**config.mk**
```make
export PLATFORM = sky130hd
export DESIGN_NAME = uart_pkt_scheduler
export DESIGN_NICKNAME = d
export VERILOG_FILES = /design/src/rtl/uart_pkt_scheduler.sv
export SDC_FILE = /design/constraint.sdc
export NUM_CORES = 1
export LEC_CHECK = 0
export CAP_MARGIN = 20
export CORE_MARGIN = 2
export CORE_UTILIZATION = 49
export CTS_BUF_LIST = sky130_fd_sc_hd__clkbuf_4 sky130_fd_sc_hd__clkbuf_8 sky130_fd_sc_hd__clkbuf_16
export DETAILED_ROUTE_END_ITERATION = 8
export GPL_ROUTABILITY_DRIVEN = 0
export GPL_TIMING_DRIVEN = 0
export PLACE_DENSITY = 0.81
export SYNTH_ARGS = -nofsm -noshare
export SYNTH_HDL_FRONTEND = slang
export SYNTH_SLANG_ARGS = --single-unit
export TNS_END_PERCENT = 1
```
**constraint.sdc**
```tcl
create_clock -name clk -period 3.4 [get_ports clk]
set_clock_uncertainty 0.2 [all_clocks]
set_input_delay 0.68 -clock clk [delete_from_list [all_inputs] [get_ports clk]]
set_output_delay 0.68 -clock clk [all_outputs]
set_load 0.005 [all_outputs]
```
**src/rtl/uart_pkt_scheduler.sv**
```systemverilog
// Two-requester packet scheduler for a byte-wide UART serializer.
// Each granted 64-bit word is sent as: header, 8 data bytes (LSB first), XOR checksum.
module uart_pkt_scheduler #(
  parameter logic [7:0] HDR0    = 8'hA5,
  parameter logic [7:0] HDR1    = 8'h5A,
  parameter int         GAP_CYC = 16,
  parameter int         CNT_W   = 16
) (
  input  logic             clk,
  input  logic             rst_m,
  input  logic             req0_valid,
  input  logic [63:0]      req0_data,
  output logic             req0_ready,
  input  logic             req1_valid,
  input  logic [63:0]      req1_data,
  output logic             req1_ready,
  input  logic             tx_busy,
  output logic             tx_start,
  output logic [7:0]       tx_byte,
  output logic             pkt_active,
  output logic             pkt_src,
  output logic [CNT_W-1:0] sent_count,
  output logic             tx_err
);

  localparam logic [2:0] S_IDLE  = 3'd0;
  localparam logic [2:0] S_SEND  = 3'd1;
  localparam logic [2:0] S_ACK   = 3'd2;
  localparam logic [2:0] S_DRAIN = 3'd3;
  localparam logic [2:0] S_GAP   = 3'd4;

  localparam int         GW     = (GAP_CYC > 1) ? $clog2(GAP_CYC) : 1;
  localparam logic [2:0] ACK_TO = 3'd7;
  localparam logic [3:0] IDX_CS = 4'd9;

  logic [2:0]    state;
  logic [3:0]    idx;
  logic [2:0]    ack_cnt;
  logic [GW-1:0] gap_cnt;
  logic [63:0]   word;
  logic [7:0]    csum;
  logic          last_src;

  logic          gnt_any;
  logic          gnt_src;
  logic          grant;
  logic [7:0]    nxt_byte;

  // Tie goes to the requester that was not served last.
  assign gnt_any = req0_valid | req1_valid;
  assign gnt_src = (req0_valid & req1_valid) ? ~last_src : req1_valid;
  assign grant   = rst_m & (state == S_IDLE) & gnt_any;

  assign req0_ready = grant & ~gnt_src;
  assign req1_ready = grant &  gnt_src;

  // tx_byte is preloaded on entry to SEND, so the strobe only has to wait for an idle serializer.
  assign tx_start = (state == S_SEND) & ~tx_busy;

  // Byte for index idx+1: data byte idx while idx<8, then the accumulated checksum.
  assign nxt_byte = (idx == 4'd8) ? csum : word[{idx[2:0], 3'b000} +: 8];

  always_ff @(posedge clk or negedge rst_m) begin
    if (!rst_m) begin
      state      <= S_IDLE;
      idx        <= '0;
      ack_cnt    <= '0;
      gap_cnt    <= '0;
      word       <= '0;
      csum       <= '0;
      last_src   <= 1'b1;
      tx_byte    <= '0;
      pkt_active <= 1'b0;
      pkt_src    <= 1'b0;
      sent_count <= '0;
      tx_err     <= 1'b0;
    end else begin
      case (state)
        S_IDLE: begin
          if (gnt_any) begin
            word       <= gnt_src ? req1_data : req0_data;
            pkt_src    <= gnt_src;
            last_src   <= gnt_src;
            pkt_active <= 1'b1;
            idx        <= '0;
            csum       <= gnt_src ? HDR1 : HDR0;
            tx_byte    <= gnt_src ? HDR1 : HDR0;
            state      <= S_SEND;
          end
        end
        S_SEND: begin
          if (!tx_busy) begin
            if (idx != 4'd0 && idx != IDX_CS) csum <= csum ^ tx_byte;
            ack_cnt <= '0;
            state   <= S_ACK;
          end
        end
        S_ACK: begin
          // A serializer that never answers is flagged, and the byte counted as sent.
          if (tx_busy) begin
            state <= S_DRAIN;
          end else if (ack_cnt == ACK_TO) begin
            tx_err <= 1'b1;
            state  <= S_DRAIN;
          end else begin
            ack_cnt <= ack_cnt + 3'd1;
          end
        end
        S_DRAIN: begin
          if (!tx_busy) begin
            if (idx == IDX_CS) begin
              sent_count <= sent_count + {{(CNT_W-1){1'b0}}, 1'b1};
              gap_cnt    <= '0;
              pkt_active <= (GAP_CYC != 0);
              state      <= (GAP_CYC == 0) ? S_IDLE : S_GAP;
            end else begin
              idx     <= idx + 4'd1;
              tx_byte <= nxt_byte;
              state   <= S_SEND;
            end
          end
        end
        S_GAP: begin
          if (gap_cnt == GW'(GAP_CYC - 1)) begin
            pkt_active <= 1'b0;
            state      <= S_IDLE;
          end else begin
            gap_cnt <= gap_cnt + {{(GW-1){1'b0}}, 1'b1};
          end
        end
        default: state <= S_IDLE;
      endcase
    end
  end

endmodule
```
==> metrics.md, run 1 <==
| Metric | Value |
|---|---|
| Status | `complete, no violations` |
| Fillers | `approximately 890` |
| Number of synthesized flops with an enable pin | `0` |
| Hpwl dp | `approximately 14000 um` |
| Root buffer cell | `clkbuf_16` |
| WS Path Type | `input port to output port` |
| Combinational fraction of design power | `0.392` |
| Setup crit start kind | `input port` |
| Cell count after synthesis | `around 660` |
| Hold buffer count at cts | `0` |
| Final core occ | `0.704` |
| Critical Path RT | `~2.5 ns` |
| Seq pwr share | `0.349` |
| Simple-Gate Fraction of Synth Area | `0.210` |
| Synth Flop Type | `dfrtp_1` |
| Clock transition at the registers of the reported paths | `0.05 ns` |
| Setup_tns | `0 ns` |
| CP arrival | `approximately 2.4 ns` |
| Max Root-Sink Buffers | `2` |
| CORE AREA | `about 0.012 sq mm` |
| Pre-antenna DRT Iters | `7` |
| P_leak | `between 3 and 4 nW` |
| DR vias/cell | `slightly below 6` |
| Power share of the clock group | `0.259` |
| Area delta synth->final | `40.6%` |
| Final period util | `0.973` |
| Relative slew slack | `0.534` |
| Die width | `~110 um` |
| Num rows | `40` |
| Synthesized Nets | `between 700 and 800` |
| Multi-input gate area | `around 0.0029 sq mm` |
| Layout cell share with drive strength beyond 1 | `0.107` |
| Final Max Slew Viols | `0` |
| Die Span Y | `about 110 um` |
| Mapped Area | `roughly 0.0060 sq mm` |
| Non-Filler Instances | `around 990` |
| Ys Warns | `0` |
| Internal power | `roughly 4.1 mW` |
| Hold Slack | `~0.057 ns` |
| # diodes | `0` |
| Worst-Skew Late Latency | `approximately 0.41 ns` |
| Largest net degree at the start of global routing | `a little under 80` |
| Number of CTS-inserted buffers | `17` |
| Final setup fails | `0` |
| Peak supply drop | `between 0.4 and 0.5 mV` |
| Largest family of logic cells by synthesized area | `simple AND/OR/NAND/NOR gates` |
| H-Tree Depth | `4` |
| Tightest Pin Transition | `between 0.6 and 0.7 ns` |
| Total track usage | `0.288` |
| Final hold vios | `0` |
| Sw frac | `0.371` |
| Post-synthesis xor/xnor area fraction | `0.0219` |
| Initial antenna violation count | `0` |
| Die ar. | `around 0.013 sq mm` |
| Worst setup EP type | `output port` |
| Reg area | `around 0.0029 sq mm` |
| # placed instances | `965` |
| Input/output buffers | `162` |
| Total grt overflow | `0` |
| Initial Utilization | `0.501` |
| Drt drc | `0` |
| Multiplexer share of the synthesized area | `0.0700` |
| First-pass GRT wire length | `between 20000 and 30000 um` |
| CTS Sinks | `114` |
| # IOs | `~160` |
| Reg2Reg Depth | `9` |
| Power Density | `between 700 and 800 mW/mm^2` |
| Worst r2r src | `idx[1]` |
| Adder-Cell Fraction of Synth Area | `0.0146` |
| Routed WL per cell | `around 18 um` |
| Iter 0 DRT Violations | `about 540` |
| Antenna-violating nets left | `0` |
| Psw | `2.44 mW` |
| Reg2reg setup slack | `0.49 ns` |
| Final nets | `975` |
| Post-synth cell types | `57` |
| Max cap viols | `0` |
| Complex-gate fraction of the synthesized area | `0.160` |
| Min-delay worst type | `input port to asynchronous set/reset pin` |
| Fmax | `302 MHz` |
| Crit-path max FO | `19` |
| Synthesized area per cell | `approximately 9.1 sq um` |
| Asr flop ratio synth | `1.00` |
| RSZ-0062 raised after global routing | `no` |
| DRT Wirelength | `approximately 18000 um` |
| Number of global-route vias before repair | `around 6100` |
| CTS tree | `done` |
| Reg-to-reg endpoint | `csum[4]` |
| Min Tclk post-route | `3.31 ns` |
| Via count | `5918` |
| Synthesized flop and latch total | `114` |
| Sequential share of the synthesized area | `0.476` |
final cells by class:
cell class | instances | share of cell area
inverter | 17 | 0.00758
clock inverter | 11 | 0.0137
timing repair buffer | 164 | 0.196
clock buffer | 20 | 0.0532
tap | 147 | 0.0218
sequential | 114 | 0.339
buffer | 43 | 0.0254
multi-input combinational | 478 | 0.343
placed cells by master (no fill, tap or decap), drive strengths merged, types with 3 or more instances in the layout:
cell / count
o22a: 8
clkinv: 5
inv: 17
mux2i: 25
a31oi: 73
and3: 4
clkinvlp: 4
nand3b: 3
nand4: 8
buf: 31
o221ai: 6
nor3: 10
nor2: 74
or2: 3
xor2: 4
o21ai: 8
xnor2: 11
clkbuf: 35
or4: 3
clkdlybuf4s50: 159
a21oi: 6
ha: 7
a211oi: 9
nand2: 152
o22ai: 10
mux4: 6
o221a: 3
nand3: 7
dfrtp: 113
or3: 4
mux2: 3
o211ai: 7
Yosys cell counts, drive strengths merged (2+ instances only):
library cell	number	area, sq um
nand2	152	571
dfrtp	113	2830
nor2	74	280
a31oi	73	457
buf	30	160
mux2i	25	250
inv	17	63.8
clkbuf	16	60.1
xnor2	11	96.3
nor3	10	60.1
o22ai	10	62.6
a211oi	9	67.6
nand4	8	50.1
o21ai	8	40.0
o22a	8	70.1
ha	7	87.6
nand3	7	35.0
o211ai	7	52.6
a21oi	6	30.0
mux4	6	135
o221ai	6	52.6
and3	4	25.0
or3	4	25.0
xor2	4	35.0
mux2	3	33.8
nand3b	3	35.0
o221a	3	33.8
or2	3	18.8
or4	3	26.3
a22o	2	17.5
and3b	2	17.5
nand2b	2	12.5
nor3b	2	20.0
nor4	2	27.5
o41ai	2	17.5
power groups by stage:
stage                     Combinational (mW)  Clock (mW)  Sequential, mW
after floorplan                         1.67           0            2.15
after global placement                  2.41           0            2.26
after detailed placement                2.50           0            2.29
after CTS                               2.54        1.71            2.28
after global routing                    2.81        1.78            2.34
final                                   2.58        1.71            2.30
critical path, stage by stage:
cell and delay [ns]:
dlygate4sd2_1 0.43, a21boi_4 0.33, buf_4 0.30, and3_1 0.19, clkdlybuf4s50_1 0.50
metrics by stage:
stage | area [sq um] | worst slack [ns] | total power, mW
after global routing | 8420 | 0.0131 | 6.93
after global placement | 7800 | -3.39 | 4.67
after floorplan | 5990 | 0.906 | 3.82
after CTS | 8410 | 0.0243 | 6.53
final | 8420 | 0.0931 | 6.58
after detailed placement | 7820 | -0.706 | 4.79
worst max path at each step:
stage                          start    endpoint  depth (start not counted)
final                     req1_valid  req1_ready                          5
after global routing           rst_m  req0_ready                          4
after CTS                   state[0]  req0_ready                          6
after detailed placement  req1_valid  req1_ready                          6
after global placement         rst_m  req0_ready                          3
after floorplan           req1_valid  req1_ready                          4
kinds of logic after synthesis:
group	after synthesis
xor+xnor	15
flops	114
mux	34
buf+inv	63
compound gates	140
simple gates	282
fa+ha+maj	7
what timing repair did:
item / 4_1_cts / 5_1_grt
cloned: 0 / 0
setup endpoints to repair: 2 / 2
endpoints found under the hold margin: 0 / 0
gates resized for setup: 8 / 4
pin swaps: 1 / 0
buffers inserted: 1 / 0
per-layer routing:
layer / GRT usage / part of all wire / vias up / routed length [um]
met2: 0.490 / 0.49 / 325 / 9000
met1: 0.337 / 0.39 / 2840 / 7180
li1: - / - / 2694 / -
met5: 0 / 0 / - / 0
met4: 0.137 / 0.036 / 0 / 653
met3: 0.0805 / 0.079 / 59 / 1430
state kept, by name, indices dropped and copies added, names as in the netlist:
| register | cells |
|---|---|
| word | 64 |
| tx_byte | 8 |
| last_src | 1 |
| csum | 8 |
| tx_err | 1 |
| gap_cnt | 4 |
| ack_cnt | 3 |
| sent_count | 16 |
| pkt_active | 1 |
| state | 3 |
| pkt_src | 1 |
| idx | 4 |
Note: power is estimated with default switching activity, not from simulation.
==> run 2, diff against run 1 <==
SKIP_LAST_GASP = 1   (was not set)
==> run 2 against run 1 <==
Worst hold slack got worse by 0.0058 ns. Sequential cell count unchanged. Global-route usage unchanged. Critical path type is now register to output port. Count of clock-buffer cells in the layout did not move. Routed wire length is 0.39% lower. Worst setup slack got worse by 0.0053 ns.
==> metrics.md, run 2 (synthesis results as in run 1) <==
| Metric | Value |
|---|---|
| Status | `complete, no violations` |
| Power Total | `roughly 6.6 mW` |
| Hold Slack | `0.0508 ns` |
| Critical Path RT | `between 2 and 3 ns` |
| Drt drc | `0` |
| DR vias/cell | `5.97` |
| Min-delay worst type | `input port to asynchronous set/reset pin` |
| Seq pwr share | `0.349` |
| Met2 WL | `9070 um` |
| Biggest regs | `word x64, sent_count x16` |
| WS Path Type | `register to output port` |
| Die width | `about 110 um` |
| DR WL met3 | `1600 um` |
| P_leak | `about 3.5 nW` |
| Num rows | `40` |
| Number of global-route vias before repair | `approximately 6100` |
| Final setup fails | `0` |
| Pre-antenna DRT Iters | `5` |
| Fillers | `roughly 890` |
| Crit-path max FO | `10` |
| Largest net degree at the start of global routing | `78` |
| Layout cell share with drive strength beyond 1 | `0.107` |
| Input/output buffers | `between 150 and 200` |
| Psw | `approximately 2.4 mW` |
| Final nets | `975` |
| Pre-CTS WS | `-0.706 ns` |
| Peak supply drop | `0.443 mV` |
| Internal power | `4.14 mW` |
| Non-Filler Instances | `approximately 990` |
| Iter 0 DRT Violations | `between 500 and 600` |
| Placed cell area | `0.00782 sq mm` |
| CTS Sinks | `between 100 and 150` |
| Setup_tns | `0 ns` |
| Die ar. | `about 0.013 sq mm` |
| Max cap viols | `0` |
| Multi-input gate area | `about 0.0029 sq mm` |
| Total track usage | `0.288` |
| Clock transition at the registers of the reported paths | `around 0.050 ns` |
| Root buffer cell | `clkbuf_16` |
| Sw frac | `0.370` |
| Number of CTS-inserted buffers | `17` |
| Initial antenna violation count | `0` |
| First-pass GRT wire length | `about 30000 um` |
| Power Density | `just under 800 mW/mm^2` |
| Setup crit start kind | `register` |
| Hpwl dp | `between 10000 and 15000 um` |
| Routed WL per cell | `between 15 and 20 um` |
| Leading cell type in the layout, fill and taps excluded | `clkdlybuf4s50_1` |
| Total grt overflow | `0` |
| Setup slack after layout | `around 0.088 ns` |
| Final Max Slew Viols | `0` |
| CP arrival | `roughly 2.4 ns` |
| Antenna-violating nets left | `0` |
| Min Tclk post-route | `around 3.3 ns` |
| DR top layer | `met4` |
| Relative slew slack | `0.534` |
| Design Area, Final | `0.00841 sq mm` |
| CORE AREA | `between 0.01 and 0.015 sq mm` |
| # placed instances | `between 900 and 1000` |
| Most frequent cells in the layout | `159 x clkdlybuf4s50_1, 151 x nand2_1, 113 x dfrtp_1` |
| Final period util | `0.974` |
| Tightest Pin Transition | `between 0.6 and 0.7 ns` |
| Hold buffer count at cts | `0` |
| Fmax | `roughly 300 MHz` |
| Worst-Skew Late Latency | `~0.42 ns` |
| Die Span Y | `between 100 and 150 um` |
| Reg2reg setup slack | `0.49 ns` |
| Reg area | `0.00285 sq mm` |
| # IOs | `~160` |
| Final core occ | `0.703` |
| Power share of the clock group | `0.259` |
| Max FFs per register | `64` |
| CTS tree | `done` |
| Worst setup EP type | `output port` |
| # diodes | `0` |
| Final hold vios | `0` |
| RSZ-0062 raised after global routing | `yes` |
| Max Root-Sink Buffers | `2` |
| Met1 WL | `between 6000 and 7000 um` |
| Combinational fraction of design power | `0.392` |
| Initial Utilization | `0.501` |
| DRT Wirelength | `18200 um` |
| Via count | `between 5000 and 6000` |
| Biggest register | `word` |
| Area delta synth->final | `40.5%` |
| H-Tree Depth | `4` |
-- run 2: metal layers --
layer | global-route usage | vias up
met2 | 0.490 | 338
met1 | 0.337 | 2843
met4 | 0.137 | 0
met3 | 0.0805 | 62
met5 | 0 | -
li1 | - | 2690
-- run 2: path summary, 6_finish.rpt --
check | startpoint | cells after the start | end
max | state[0] | 6 | req0_ready
max reg2reg | idx[1] | 9 | csum[4]
max in group asynchronous | rst_m | 2 | idx[1]
min | rst_m | 1 | sent_count[15]
min in group clk | sent_count[15] | 1 | sent_count[15]
min reg2reg | sent_count[15] | 1 | sent_count[15]
-- run 2: timing repair --
item / CTS / global route
gates resized for setup: 8 / 3
pin swaps: 1 / 0
buffers inserted: 1 / 0
setup endpoints to repair: 2 / 2
-- run 2: power by group through the flow --
| stage | Sequential [mW] | Clock, mW | Combinational [mW] |
|---|---|---|---|
| CTS | 2.28 | 1.71 | 2.54 |
| global route | 2.34 | 1.78 | 2.81 |
| floorplan | 2.15 | 0 | 1.67 |
| global placement | 2.26 | 0 | 2.41 |
| detailed placement | 2.29 | 0 | 2.50 |
| finish | 2.29 | 1.70 | 2.57 |
-- run 2: worst max-delay path, stage by stage, from the launching register on --
cell and delay [ns]:
dfrtp_1 0.42, buf_2 0.21, nor3_4 0.20, o21a_2 0.22
clkbuf_4 0.23, and3_1 0.22, clkdlybuf4s50_1 0.52
-- run 2: cell type report --
cell class | instances | share of cell area
well taps | 147 | 0.0219
multi-input cells | 478 | 0.343
clock buffers | 20 | 0.0532
clock inverters | 11 | 0.0137
inverters | 17 | 0.00758
flip-flops and latches | 114 | 0.339
plain buffers | 43 | 0.0254
repair buffers | 164 | 0.196
==> run 3, diff against run 2 <==
CORE_UTILIZATION = 50   (was 49)
CTS_BUF_LIST = sky130_fd_sc_hd__clkbuf_4   (was sky130_fd_sc_hd__clkbuf_4 sky130_fd_sc_hd__clkbuf_8 sky130_fd_sc_hd__clkbuf_16)
PLACE_DENSITY = 0.82   (was 0.81)
==> run 3 against run 2 <==
Sequential share of layout area is 0.75 points higher. Fmax shrank 0.65%. Critical path depth fell by 1. Sequential power hardly changed. Worst hold slack improved by 0.24 ns. Count of clock-buffer cells in the layout down 3. Utilization up 0.83 points. Total power down 9.3%.
==> metrics.md, run 3 (synthesis results as in run 1) <==
| Metric | Value |
|---|---|
| Status | `complete, no violations` |
| Final period util | `0.980` |
| Total track usage | `0.286` |
| Min-delay worst type | `register to register` |
| Leading cell type in the layout, fill and taps excluded | `clkdlybuf4s50_1` |
| Biggest register | `word` |
| Setup_tns | `0 ns` |
| Input/output buffers | `between 150 and 200` |
| # placed instances | `a little under 1000` |
| Setup crit start kind | `register` |
| Placed cell area | `approximately 0.0078 sq mm` |
| CTS Sinks | `114` |
| Final hold vios | `0` |
| H-Tree Depth | `4` |
| Via count | `slightly below 6000` |
| Worst-path cell chain | `buf_2 -> or2_2 -> clkbuf_1 -> nor3_2 -> clkdlybuf4s50_1` |
| Min Tclk post-route | `roughly 3.3 ns` |
| Power Total | `5.96 mW` |
| Reg2reg setup slack | `0.42 ns` |
| Biggest regs | `word x64, sent_count x16` |
| Power Density | `724 mW/mm^2` |
| Max FFs per register | `between 60 and 70` |
| Crit-path max FO | `10` |
| Design Area, Final | `0.00823 sq mm` |
| Tightest Pin Transition | `a little under 0.8 ns` |
| CTS tree | `done` |
| Hpwl dp | `13500 um` |
| Peak supply drop | `0.305 mV` |
| Final nets | `about 1000` |
| Area delta synth->final | `37.4%` |
| Clock transition at the registers of the reported paths | `about 0.12 ns` |
| Antenna-violating nets left | `0` |
| DR vias/cell | `between 5 and 6` |
| First-pass GRT wire length | `slightly below 30000 um` |
| Pre-antenna DRT Iters | `6` |
| Initial Utilization | `0.518` |
| Non-Filler Instances | `about 1000` |
| Start point of the critical path | `state[1]` |
| Relative slew slack | `0.480` |
| Routed WL per cell | `between 15 and 20 um` |
| Hold_sp | `sent_count[15]` |
| CP bufs+invs | `3` |
| Fmax | `approximately 300 MHz` |
| Worst-Skew Late Latency | `0.54 ns` |
| Die Span Y | `about 110 um` |
| CP arrival | `between 2 and 2.5 ns` |
| Final Max Slew Viols | `0` |
| Die ar. | `approximately 0.013 sq mm` |
| Worst path slowest cell | `clkdlybuf4s50_1` |
| Number of CTS-inserted buffers | `17` |
| Num rows | `39` |
| Iter 0 DRT Violations | `~570` |
| Largest net degree at the start of global routing | `77` |
| Final core occ | `0.712` |
| Layout cell share with drive strength beyond 1 | `0.110` |
| CORE AREA | `about 0.012 sq mm` |
| Total grt overflow | `0` |
| Final setup fails | `0` |
| Initial antenna violation count | `0` |
| Root buffer cell | `clkbuf_4` |
| Max cap viols | `0` |
| Die width | `between 100 and 150 um` |
| Number of global-route vias before repair | `6068` |
| # IOs | `roughly 160` |
| DRT Wirelength | `about 18000 um` |
| RSZ-0062 raised after global routing | `yes` |
| # diodes | `0` |
| Top Family by Delay on Critical Path | `buffers and inverters` |
| Most frequent cells in the layout | `159 x clkdlybuf4s50_1, 151 x nand2_1, 113 x dfrtp_1` |
| WS Path Type | `register to output port` |
| Max Root-Sink Buffers | `2` |
| P_leak | `3.46 nW` |
| Critical Path RT | `around 2.5 ns` |
| Worst r2r src | `idx[1]` |
| Worst setup EP type | `output port` |
| Drt drc | `0` |
| CP peak stage delay | `between 0.5 and 0.6 ns` |
-- run 3: changes by cell type in the layout (fill, tap and decap cells not counted), sizes merged --
cell,before,now
dlygate4sd3,0,2
inv,17,25
dlygate4sd2,2,1
clkinvlp,4,2
buf,31,35
clkbuf,35,32
dlymetal6s2s,0,1
clkinv,5,3
-- run 3: per-stage QoR --
step	setup slack (ns)	hold slack (ns)
floorplan	0.906	0.184
global placement	-3.37	0.258
detailed placement	-0.707	0.264
CTS	-0.0418	0.280
global route	-0.0100	0.287
finish	0.0664	0.287
-- run 3: power breakdown --
part | switching [mW] | leakage [nW] | internal, mW
clock network | 0.612 | 0.156 | 0.459
logic | 1.43 | 1.97 | 1.17
registers | 0.400 | 1.34 | 1.89
-- run 3: worst reg2reg max path, stage by stage (launching register included) --
cell and delay, ns:
dfrtp_1 0.42, buf_2 0.30, buf_2 0.36, inv_1 0.13, ha_1 0.25, mux2i_1 0.20, o311ai_2 0.24, or2_2 0.36
buf_2 0.18, o22a_1 0.23
-- run 3: layout make-up --
type,count,area (sq um)
buffer,43,218
clock buffer,17,128
clock inverter,15,171
fill,859,3330
inverter,17,63.8
multi-input combinational,478,2880
sequential,114,2850
tap,143,179
timing repair buffer,170,1740
-- run 3: path summary, 6_finish.rpt --
check / to / cells after the start
worst min-delay path: sent_count[15] / 1
worst min register to register: sent_count[15] / 1
worst max-delay path: tx_start / 5
worst max register to register: csum[4] / 9
max in group asynchronous: word[21] / 4
min in group asynchronous: tx_byte[7] / 3
-- run 3: routing by layer --
| metal | global-route usage | routed length, um |
|---|---|---|
| met5 | 0 | 0 |
| met1 | 0.348 | 6980 |
| met4 | 0.132 | 572 |
| met3 | 0.0553 | 1410 |
| met2 | 0.493 | 9150 |
-- run 3: what timing repair did --
item | 4_1_cts | 5_1_grt
cloned | 0 | 1
hold buffers | 3 | 0
setup endpoints to repair | 3 | 3
resized for setup | 8 | 4
pin swaps | 1 | 0
hold endpoints to repair | 39 | 0
buffers inserted | 2 | 1
